## src/rtl/gc_seq_pkg.sv

```systemverilog
// Shared types for the garbled-circuit round sequencer: FSM states and run error codes.
package gc_seq_pkg;

  typedef enum logic [2:0] {
    IDLE   = 3'd0,
    LAUNCH = 3'd1,
    WAIT   = 3'd2,
    NEXT   = 3'd3,
    FINISH = 3'd4
  } state_t;

  typedef enum logic [1:0] {
    ERR_NONE    = 2'b00,
    ERR_TIMEOUT = 2'b01,
    ERR_ABORT   = 2'b10
  } err_t;

  // States in which a run is in progress and abort is honoured.
  function automatic logic is_busy(input state_t s);
    return (s == LAUNCH) || (s == WAIT) || (s == NEXT);
  endfunction

endpackage

```

## src/rtl/gc_done_collector.sv

```systemverilog
// Sticky per-core done mask; all_done_c also counts pulses arriving this cycle.
module gc_done_collector #(
  parameter int unsigned N = 4
) (
  input  logic         clk,
  input  logic         rst_n,
  input  logic         clr,
  input  logic         upd,
  input  logic [N-1:0] en_mask,
  input  logic [N-1:0] done_in,
  output logic         all_done_c
);

  logic [N-1:0] seen_q, seen_d;

  always_comb begin
    seen_d = seen_q;
    if (clr) begin
      seen_d = '0;
    end else if (upd) begin
      seen_d = seen_q | (done_in & en_mask);
    end
  end

  always_ff @(posedge clk or negedge rst_n) begin
    if (!rst_n) begin
      seen_q <= '0;
    end else begin
      seen_q <= seen_d;
    end
  end

  assign all_done_c = ((seen_q | (done_in & en_mask)) == en_mask);

endmodule

```

## src/rtl/gc_round_sequencer.sv

```systemverilog
// Run controller: launches N GC cores for num_cc rounds, with masking, timeout and abort.
module gc_round_sequencer
  import gc_seq_pkg::*;
#(
  parameter int unsigned N_CORES = 4,
  parameter int unsigned CC_W    = 16,
  parameter int unsigned TO_W    = 20
) (
  input  logic               clk,
  input  logic               rst_n,
  input  logic               start,
  input  logic [CC_W-1:0]    num_cc,
  input  logic [N_CORES-1:0] core_en,
  input  logic               is_evaluator,
  input  logic [TO_W-1:0]    timeout_lim,
  input  logic               abort,
  input  logic [N_CORES-1:0] core_done,
  output logic [N_CORES-1:0] core_start,
  output logic               core_mode,
  output logic [CC_W-1:0]    cc_idx,
  output logic               busy,
  output logic               done,
  output logic [1:0]         err_code
);

  state_t             state_q, state_d;
  logic [CC_W-1:0]    num_cc_q, num_cc_d;
  logic [N_CORES-1:0] en_q, en_d;
  logic               mode_q, mode_d;
  logic [TO_W-1:0]    lim_q, lim_d;
  logic [TO_W-1:0]    timer_q, timer_d;
  logic [CC_W-1:0]    cc_idx_q, cc_idx_d;
  err_t               err_q, err_d;
  logic [N_CORES-1:0] core_start_q, core_start_d;
  logic               busy_q, busy_d;
  logic               done_q, done_d;
  logic               clr_c, upd_c, all_done_c;

  gc_done_collector #(.N(N_CORES)) u_collector (
    .clk        (clk),
    .rst_n      (rst_n),
    .clr        (clr_c),
    .upd        (upd_c),
    .en_mask    (en_q),
    .done_in    (core_done),
    .all_done_c (all_done_c)
  );

  // Next-state, config latching, round/timer arithmetic and registered outputs.
  always_comb begin
    state_d  = state_q;
    num_cc_d = num_cc_q;
    en_d     = en_q;
    mode_d   = mode_q;
    lim_d    = lim_q;
    timer_d  = timer_q;
    cc_idx_d = cc_idx_q;
    err_d    = err_q;
    clr_c    = 1'b0;
    upd_c    = 1'b0;

    case (state_q)
      IDLE: begin
        if (start) begin
          num_cc_d = num_cc;
          en_d     = core_en;
          mode_d   = is_evaluator;
          lim_d    = timeout_lim;
          cc_idx_d = '0;
          err_d    = ERR_NONE;
          state_d  = ((num_cc == '0) || (core_en == '0)) ? FINISH : LAUNCH;
        end
      end
      LAUNCH: begin
        clr_c   = 1'b1;
        timer_d = '0;
        state_d = WAIT;
      end
      WAIT: begin
        upd_c   = 1'b1;
        timer_d = (timer_q == '1) ? timer_q : timer_q + TO_W'(1);
        if (all_done_c) begin
          state_d = (cc_idx_q == num_cc_q - CC_W'(1)) ? FINISH : NEXT;
        end else if ((lim_q != '0) && (timer_q == lim_q - TO_W'(1))) begin
          state_d = FINISH;
          err_d   = ERR_TIMEOUT;
        end
      end
      NEXT: begin
        cc_idx_d = cc_idx_q + CC_W'(1);
        state_d  = LAUNCH;
      end
      FINISH: begin
        state_d = IDLE;
      end
      default: begin
        state_d = IDLE;
      end
    endcase

    // Abort overrides completion and timeout; the round index is frozen where it stood.
    if (abort && is_busy(state_q)) begin
      state_d  = FINISH;
      err_d    = ERR_ABORT;
      cc_idx_d = cc_idx_q;
    end

    core_start_d = (state_d == LAUNCH) ? en_d : '0;
    busy_d       = is_busy(state_d);
    done_d       = (state_d == FINISH);
  end

  always_ff @(posedge clk or negedge rst_n) begin
    if (!rst_n) begin
      state_q      <= IDLE;
      num_cc_q     <= '0;
      en_q         <= '0;
      mode_q       <= 1'b0;
      lim_q        <= '0;
      timer_q      <= '0;
      cc_idx_q     <= '0;
      err_q        <= ERR_NONE;
      core_start_q <= '0;
      busy_q       <= 1'b0;
      done_q       <= 1'b0;
    end else begin
      state_q      <= state_d;
      num_cc_q     <= num_cc_d;
      en_q         <= en_d;
      mode_q       <= mode_d;
      lim_q        <= lim_d;
      timer_q      <= timer_d;
      cc_idx_q     <= cc_idx_d;
      err_q        <= err_d;
      core_start_q <= core_start_d;
      busy_q       <= busy_d;
      done_q       <= done_d;
    end
  end

  assign core_start = core_start_q;
  assign core_mode  = mode_q;
  assign cc_idx     = cc_idx_q;
  assign busy       = busy_q;
  assign done       = done_q;
  assign err_code   = err_q;

endmodule
```

## config.mk

```make
export PLATFORM = sky130hd
export DESIGN_NAME = gc_round_sequencer
export DESIGN_NICKNAME = d
export VERILOG_FILES = /design/src/rtl/gc_seq_pkg.sv /design/src/rtl/gc_done_collector.sv /design/src/rtl/gc_round_sequencer.sv
export SDC_FILE = /design/constraint.sdc
export NUM_CORES = 1
export LEC_CHECK = 0
export CAP_MARGIN = 20
export CORE_ASPECT_RATIO = 1.1
export CORE_MARGIN = 5
export CORE_UTILIZATION = 50
export DETAILED_ROUTE_END_ITERATION = 8
export PLACE_DENSITY = 0.75
export SYNTH_ARGS = -nofsm -noshare
export SYNTH_HDL_FRONTEND = slang
export SYNTH_SLANG_ARGS = --single-unit
```

## constraint.sdc

```tcl
create_clock -name clk -period 6.9 [get_ports clk]
set_input_delay 1.725 -clock clk [delete_from_list [all_inputs] [get_ports clk]]
set_output_delay 1.725 -clock clk [all_outputs]
set_load 0.01 [all_outputs]
```

==> results.json, run 1 <==
{
  "p_total_w": 0.00250,
  "synthDominantCellAreaShare_pct": 41.7,
  "cts_tree": "built",
  "grt_first_pass_wirelength_um": 22400,
  "netlist_instances": 571,
  "antenna_found_initial": 0,
  "grt_pass1_vias": 4545,
  "power_density_mw_per_mm2": 374,
  "drcViolationCount": 0,
  "clock_latency_ns": 0.35,
  "timing.slew.headroom_pct": 34.1,
  "crit_family": "buffers and inverters",
  "num_rows": 40,
  "area_growth_pct": 21.1,
  "grt_max_degree": 65,
  "synth_edf_count": 0,
  "period_share_pct": 58.4,
  "nets": 683,
  "syn-num-nets": 624,
  "htree_levels": 3,
  "crit_buf_inv": 2,
  "drt_pass1_iterations": 5,
  "place_hpwl_um": 10200,
  "cts_setup_buffers": 0,
  "finalNonFillerCells": 782,
  "pre_cts_slack_ns": 2.49,
  "drtIter0Drc": 267,
  "max_stage_delay_ns": 0.61,
  "wl_um": 13700,
  "hold_ws_ns": 0.506,
  "hold_path.class": "reg -> reg",
  "ys_types": 77,
  "yosys-top-cells-area": "dfrtp_1, mux2_2, xor2_1",
  "place_congestion": 0.928,
  "worst_pin_slew_ns": 0.988,
  "postLayoutSetupSlackWorst_ns": 2.87,
  "p_leak_nw": 2.67,
  "final.setup.tns_ns": 0,
  "path_class": "in -> reg",
  "critPathMaxFanout": 64,
  "rsz0062_at_grt": "false",
  "grt.overflow.total": 0,
  "finalHoldViolations": 0,
  "fp.dieH_um": 120,
  "dpl.cell_count": 766,
  "seq_area_frac_synth_pct": 41.7,
  "critPathRequiredTime_ns": 7.11,
  "irDropWorstVdd_uv": 159,
  "path_clk_slew_ns": 0.06,
  "crit_path_end_kind": "flop",
  "diodes": 0,
  "slew_violations": 0,
  "cts_buffers": 9,
  "clock_skew_ns": 0.00982,
  "die-area_mm2": 0.0132,
  "avgRoutedWirePerCell_um": 17.5,
  "fmax_mhz": 248,
  "async_flop_share_pct": 100,
  "drive_gt1_share_pct": 11.7,
  "worstPathCellList": "clkdlybuf4s50_1, nor4b_2, buf_4, o2111ai_1, nor3_1, nand3_1, xor2_1, nor2_1",
  "finalSetupViolCount": 0,
  "mappedNetlistArea_mm2": 0.00552,
  "period_minus_slack_ns": 4.03,
  "synth.avg_cell_area_um2": 9.67,
  "status": "completed",
  "synth_warnings": 0,
  "num_vias": 4623,
  "ys.flop_type": "dfrtp_1",
  "fp.dieW_um": 110,
  "core_mm2": 0.0109,
  "start_util_pct": 50.8,
  "critPathLaunchType": "input pin",
  "max_cap_viol_count": 0,
  "num-fill-cells": 911,
  "cts_root_buffer": "clkbuf_16",
  "ctsHoldBuffers": 0,
  "io_pins": 74,
  "synth-seq-cells": 92,
  "cp_data_arrival_time_ns": 4.24,
  "post_drt_via_cell_ratio": 5.91,
  "yosys.area.top_type": "dfrtp_1",
  "cp_slowest_cell": "buf_4",
  "place.port_buffers": 73,
  "drt.antenna.violating_nets": 0,
  "post_cts_resized": 0,
  "max-clock-path-buffers": 2,
  "grt_util_all_layers_pct": 21.4,
  "clock-sinks": 92
}
[area by class of cell]
cell class                 instances  area (µm²)  share of cell area (%)
tap                              147         184                    2.75
inverter                          14        52.6                   0.786
multi-input combinational        437        3050                    45.6
timing repair buffer              76         751                    11.2
sequential                        92        2300                    34.4
clock buffer                      10         239                    3.57
clock inverter                     6         111                    1.67
[Yosys cell counts (3+ instances only)]
library cell and number:
nand3b_1 3, o211ai_1 5, dfrtp_1 92, a31oi_1 6, o21ai_0 18, clkbuf_1 22
mux2_2 37, xnor2_1 27, nor3b_1 3, or4_1 5, or3_1 9, nand2_1 32
buf_2 3, or4_4 3, a21oi_1 13, nand3_1 24, nand2b_1 6, nor4_1 12
mux2i_1 3, ha_1 4, a211oi_1 4, o22ai_1 3, inv_1 14, o31ai_1 3
nor3_1 15, nor2b_1 9, nand4_1 18, and4_1 4, xor2_1 39, and3_1 8
nor2_1 67
[logic make-up (layout without fill, tap and decap cells)]
family | after synthesis | in the layout | share of synthesized area [%]
compound gates | 91 | 91 | 12.1
flops | 92 | 92 | 41.7
simple gates | 235 | 235 | 23.2
buf+inv | 42 | 106 | 3.26
mux | 41 | 41 | 8.34
xor+xnor | 66 | 66 | 10.5
fa+ha+maj | 4 | 4 | 0.906
[path summary, 6_finish.rpt]
path	startpoint	endpoint	cells past startpoint	slack, ns
hold / removal	core_mode	core_mode	1	0.51
hold reg to reg	core_mode	core_mode	1	0.51
setup reg to reg	lim_q[2]	state_q[1]	7	3.93
min in group asynchronous	rst_n	cc_idx[1]	1	1.34
setup / recovery	start	cc_idx[15]	8	2.87
max in group asynchronous	rst_n	timer_q[8]	2	4.49
[power breakdown]
part           switching (W)  internal [W]  leakage, nW  total (W)
Clock               0.000210      0.000364        0.169   0.000573
Combinational       0.000489      0.000478         1.31   0.000966
Sequential          0.000256      0.000702         1.18   0.000958
Total               0.000954       0.00154         2.67    0.00250
[sequential cells by signal (all words and copies together) (netlist names)]
signal              cells
en_q                    4
done                    1
busy                    1
state_q                 3
err_code                2
lim_q                  20
cc_idx                 16
core_mode               1
u_collector.seen_q      4
num_cc_q               16
core_start              4
timer_q                20
[stage by stage]
step	cell area, µm²	util, %
3_5_place_dp	6340	58.4
4_1_cts	6690	61.6
3_3_place_gp	6340	58.4
6_report	6690	61.6
2_1_floorplan	5520	-
5_1_grt	6690	61.6
[routing by layer]
metal	wire (µm)	share of wire, %	up-vias	GRT usage [%]
met1	5690	41	2288	26.6
met4	284	2.1	0	6.62
met2	7030	51	120	37.0
li1	-	-	2189	-
met5	0	0	-	0
met3	712	5.2	26	4.32
[layout by cell type (no fill, tap or decap), types with 3 or more instances in the layout]
cell type	n
dfrtp_1	92
clkdlybuf4s50_1	72
nor2_1	66
xor2_1	39
mux2_2	37
nand2_1	32
xnor2_1	27
nand3_1	24
o21ai_0	18
nand4_1	18
nor3_1	15
inv_1	14
a21oi_1	13
nor4_1	12
or3_1	9
nor2b_1	9
clkbuf_16	9
and3_1	8
nand2b_1	6
a31oi_1	6
o211ai_1	5
or4_1	5
and4_1	4
a211oi_1	4
ha_1	4
buf_4	4
nand3b_1	3
nor3b_1	3
mux2i_1	3
o22ai_1	3
o31ai_1	3
or4_4	3
bufinv_16	3
Note: power is estimated with default switching activity, not from simulation.
==> inputs of run 2 (changes only) <==
- PLACE_DENSITY: 0.75 -> 0.78
- clock period: 6.9 -> 3.6 ns (I/O delays scaled with it)
==> run 2 against run 1 <==
Against the previous run: clock-buffer cell count grew 2; critical path type unchanged; highest routed layer unchanged; largest cell class unchanged; wire length is essentially flat; first-iteration DRC count grew 17%.
==> results.json, run 2 (synthesized netlist as in run 1, its figures left out) <==
{
  "grt.overflow.total": 0,
  "avgRoutedWirePerCell_um": 17.4,
  "io_pins": 74,
  "grt_util_all_layers_pct": 21.5,
  "num_vias": 4663,
  "critPathLaunchType": "input pin",
  "p_switching_w": 0.00184,
  "ctsHoldBuffers": 0,
  "status": "completed",
  "htree_levels": 3,
  "diodes": 0,
  "cts_setup_buffers": 0,
  "pre_cts_slack_ns": 0.123,
  "top_regs": "lim_q (20), timer_q (20)",
  "power_density_mw_per_mm2": 709,
  "clock_skew_ns": 0.00527,
  "grt_first_pass_wirelength_um": 22600,
  "finalHoldViolations": 0,
  "grt_pass1_vias": 4715,
  "nets": 688,
  "power.internal_w": 0.00291,
  "worst_pin_slew_ns": 0.857,
  "path_clk_slew_ns": 0.06,
  "drt_pass1_iterations": 5,
  "final.setup.tns_ns": 0,
  "max_cap_viol_count": 0,
  "die-area_mm2": 0.0132,
  "post_drt_via_cell_ratio": 5.93,
  "layout.cells.most_common": "dfrtp_1",
  "fp.dieW_um": 110,
  "hold_path.class": "reg -> reg",
  "start_util_pct": 50.8,
  "drt.antenna.violating_nets": 0,
  "dpl.cell_count": 771,
  "cts_buffers": 9,
  "cts_tree": "built",
  "final_cell_mix": "dfrtp_1, clkdlybuf4s50_1, nor2_1",
  "finalSetupViolCount": 0,
  "p_leak_nw": 2.68,
  "path_class": "in -> reg",
  "area_growth_pct": 21.2,
  "timing.slew.headroom_pct": 42.9,
  "place_congestion": 0.933,
  "pwr-share-seq_pct": 38.9,
  "period_minus_slack_ns": 3.14,
  "fmax_mhz": 318,
  "drcViolationCount": 0,
  "drtIter0Drc": 313,
  "pwr-share-clk_pct": 21.4,
  "critPathRequiredTime_ns": 3.88,
  "finalNonFillerCells": 787,
  "clock-sinks": 92,
  "core_mm2": 0.0109,
  "dpl_cell_area_mm2": 0.00637,
  "post_cts_resized": 0,
  "postLayoutSetupSlackWorst_ns": 0.457,
  "max-clock-path-buffers": 2,
  "period_share_pct": 87.3,
  "drive_gt1_share_pct": 11.9,
  "rsz0062_at_grt": "false",
  "fin_area_mm2": 0.00669,
  "irDropWorstVdd_uv": 313,
  "num_rows": 40,
  "fp.dieH_um": 120,
  "place_hpwl_um": 10300,
  "grt_max_degree": 68,
  "slew_violations": 0,
  "power_frac_comb_pct": 39.8,
  "swShare_pct": 38.7,
  "cp_data_arrival_time_ns": 3.42,
  "wl_um": 13700,
  "crit_path_end_kind": "flop",
  "place.port_buffers": 73,
  "cts_root_buffer": "clkbuf_16",
  "critPathMaxFanout": 3,
  "antenna_found_initial": 0,
  "clock_latency_ns": 0.35,
  "final_util_pct": 61.6
}
[run 2: area by class of cell]
cell class	instances	area (µm²)
fill	904	4170
inverter	14	52.6
sequential	92	2300
timing repair buffer	81	788
tap	147	184
multi-input combinational	437	3050
clock buffer	12	246
clock inverter	4	72.6
[run 2: path summary, 6_finish.rpt]
| check | start | end | slack, ns | depth (start not counted) |
|---|---|---|---|---|
| worst max register to register | lim_q[0] | state_q[1] | 0.60 | 9 |
| min in group asynchronous | rst_n | core_mode | 0.67 | 1 |
| max in group asynchronous | rst_n | timer_q[13] | 2.22 | 2 |
| worst min register to register | core_mode | core_mode | 0.51 | 1 |
| worst min-delay path | core_mode | core_mode | 0.51 | 1 |
| worst max-delay path | core_done[3] | done | 0.46 | 8 |
[run 2: routing by layer]
layer	global-route usage [%]	vias to the layer above	wire length, µm
li1	-	2191	-
met3	3.74	37	609
met1	26.7	2299	5640
met5	0	-	0
met4	9.01	0	392
met2	36.6	136	7060
[run 2: power groups by stage]
stage	clock network [W]	registers [W]	logic [W]
detailed placement	0	0.00185	0.00187
global placement	0	0.00182	0.00181
CTS	0.00103	0.00183	0.00189
finish	0.00101	0.00184	0.00189
floorplan	0	0.00165	0.00150
global route	0.00108	0.00190	0.00206
[run 2: critical path, stage by stage]
cell,delay [ns]
clkdlybuf4s50_1,0.43
nor3b_1,0.24
a21oi_1,0.08
and3_1,0.24
or4_1,0.52
or4_1,0.59
o21ai_2,0.21
o221a_1,0.21
[run 2: through the flow]
step | hold WS [ns] | total power [W]
2_1_floorplan | 0.477 | 0.00314
3_3_place_gp | 0.492 | 0.00363
3_5_place_dp | 0.500 | 0.00372
4_1_cts | 0.514 | 0.00475
5_1_grt | 0.536 | 0.00504
6_report | 0.513 | 0.00474
==> inputs of run 3 (changes only) <==
- CELL_PAD_IN_SITES_DETAIL_PLACEMENT: unset -> 0
- CELL_PAD_IN_SITES_GLOBAL_PLACEMENT: unset -> 1
- CORE_UTILIZATION: 50 -> 39
==> run 3 against run 2 <==
Against the previous run: clock-buffer cell count is 1 higher; flip-flop and latch count stayed put; die area is 26% higher; critical path depth stayed put; power is 1.1% lower.
==> results.json, run 3 (synthesized netlist as in run 1, its figures left out) <==
{
  "dpl_cell_area_mm2": 0.00645,
  "num-fill-cells": 1320,
  "finalHoldViolations": 0,
  "power.internal_w": 0.00286,
  "grt.overflow.total": 0,
  "period_minus_slack_ns": 3.11,
  "critPathRequiredTime_ns": 3.82,
  "nets": 690,
  "worst_pin_slew_ns": 1.01,
  "path_clk_slew_ns": 0.06,
  "fmax_mhz": 322,
  "cts_setup_buffers": 0,
  "drt.antenna.violating_nets": 0,
  "core_mm2": 0.0139,
  "post_cts_resized": 0,
  "die-area_mm2": 0.0166,
  "pwr-share-clk_pct": 20.6,
  "grt_first_pass_wirelength_um": 23000,
  "fp.dieW_um": 123,
  "setup.worst_path.start": "core_done[3]",
  "seqCellArea_mm2": 0.00230,
  "slew_violations": 0,
  "post_drt_via_cell_ratio": 5.58,
  "num_rows": 45,
  "htree_levels": 3,
  "area_growth_pct": 22.4,
  "ctsHoldBuffers": 0,
  "diodes": 0,
  "status": "completed",
  "drt_pass1_iterations": 4,
  "drcViolationCount": 0,
  "multi_input_area_mm2": 0.00305,
  "swShare_pct": 38.9,
  "antenna_found_initial": 0,
  "drtIter0Drc": 324,
  "final_cell_mix": "dfrtp_1, clkdlybuf4s50_1, nor2_1",
  "power_frac_comb_pct": 40.2,
  "cts_buffers": 9,
  "avgRoutedWirePerCell_um": 17.1,
  "grt_pass1_vias": 4472,
  "max-clock-path-buffers": 2,
  "timing.slew.headroom_pct": 32.4,
  "clock_latency_ns": 0.34,
  "max_cap_viol_count": 0,
  "place.port_buffers": 73,
  "final.setup.tns_ns": 0,
  "irDropWorstVdd_uv": 231,
  "clock_skew_ns": 0.00735,
  "power_density_mw_per_mm2": 694,
  "p_switching_w": 0.00183,
  "p_leak_nw": 2.68,
  "path_class": "in -> reg",
  "crit_path_end_kind": "flop",
  "cts_root_buffer": "clkbuf_16",
  "fin_area_mm2": 0.00676,
  "cts_tree": "built",
  "r2r-start": "lim_q[0]",
  "drive_gt1_share_pct": 12.3,
  "fp.dieH_um": 135,
  "pwr-share-seq_pct": 39.2,
  "cp_data_arrival_time_ns": 3.33,
  "place_hpwl_um": 10700,
  "start_util_pct": 39.9,
  "grt_util_all_layers_pct": 17.3,
  "clock-sinks": 92,
  "hold_path.class": "reg -> reg",
  "critPathLaunchType": "input pin",
  "top_regs": "lim_q (20), timer_q (20)",
  "worst_hold_startpoint": "core_mode",
  "period_share_pct": 86.3,
  "io_pins": 74,
  "hold_ws_ns": 0.518,
  "rsz0062_at_grt": "false",
  "wl_um": 14200,
  "finalSetupViolCount": 0,
  "layout.cells.most_common": "dfrtp_1",
  "grt_max_degree": 93,
  "r2r_slack_ns": 0.61,
  "place_congestion": 0.859,
  "num_vias": 4634,
  "critPathMaxFanout": 3
}
-- run 3: cell types whose count changed in the layout (fill, tap and decap cells not counted), sizes merged --
cell / delta
clkinvlp: +1
buf: +2
bufinv: -1
clkbuf: +1
clkinv: -1
-- run 3: layout make-up --
| type | count | area share [%] |
|---|---|---|
| clock buffers | 13 | 3.85 |
| inverters | 14 | 0.777 |
| flip-flops and latches | 92 | 34.1 |
| well taps | 188 | 3.48 |
| multi-input cells | 437 | 45.1 |
| clock inverters | 3 | 0.666 |
| repair buffers | 83 | 12.1 |
-- run 3: per-stage QoR --
step / setup slack (ns) / total power, W / instances / utilization (%)
global placement: 0.223 / 0.00368 / 814 / 46.6
CTS: 0.531 / 0.00472 / 830 / 48.8
global route: 0.374 / 0.00502 / 830 / 48.8
detailed placement: 0.179 / 0.00373 / 814 / 46.6
floorplan: 0.808 / 0.00314 / 571 / -
finish: 0.491 / 0.00469 / 830 / 48.8
-- run 3: path summary, 6_finish.rpt --
| path | endpoint | cells after the start |
|---|---|---|
| max | err_code[1] | 8 |
| min | core_mode | 1 |
| max reg2reg | state_q[1] | 9 |
| min reg2reg | core_mode | 1 |
| max in group asynchronous | timer_q[14] | 2 |
| min in group asynchronous | cc_idx[3] | 2 |
-- run 3: power groups by stage --
stage               combinational, W  sequential [W]  clock, W
global placement             0.00185         0.00183         0
CTS                          0.00189         0.00183  0.000992
detailed placement           0.00188         0.00185         0
floorplan                    0.00150         0.00165         0
global route                 0.00209         0.00190   0.00104
finish                       0.00188         0.00184  0.000967
-- run 3: layer usage --
| layer | vias to the layer above | track usage (%) | share of wire, % |
|---|---|---|---|
| met5 | - | 0 | 0 |
| met2 | 87 | 28.4 | 49 |
| met3 | 22 | 3.35 | 4.0 |
| li1 | 2206 | - | - |
| met4 | 0 | 6.03 | 2.0 |
| met1 | 2319 | 22.8 | 45 |
-- run 3: worst max-delay path, stage by stage --
cell and delay [ns]:
clkdlybuf4s50_1 0.44, nor3b_1 0.20, a21oi_1 0.08, and3_1 0.23, or4_1 0.53, or4_1 0.59
o21ai_1 0.25, o211ai_1 0.11
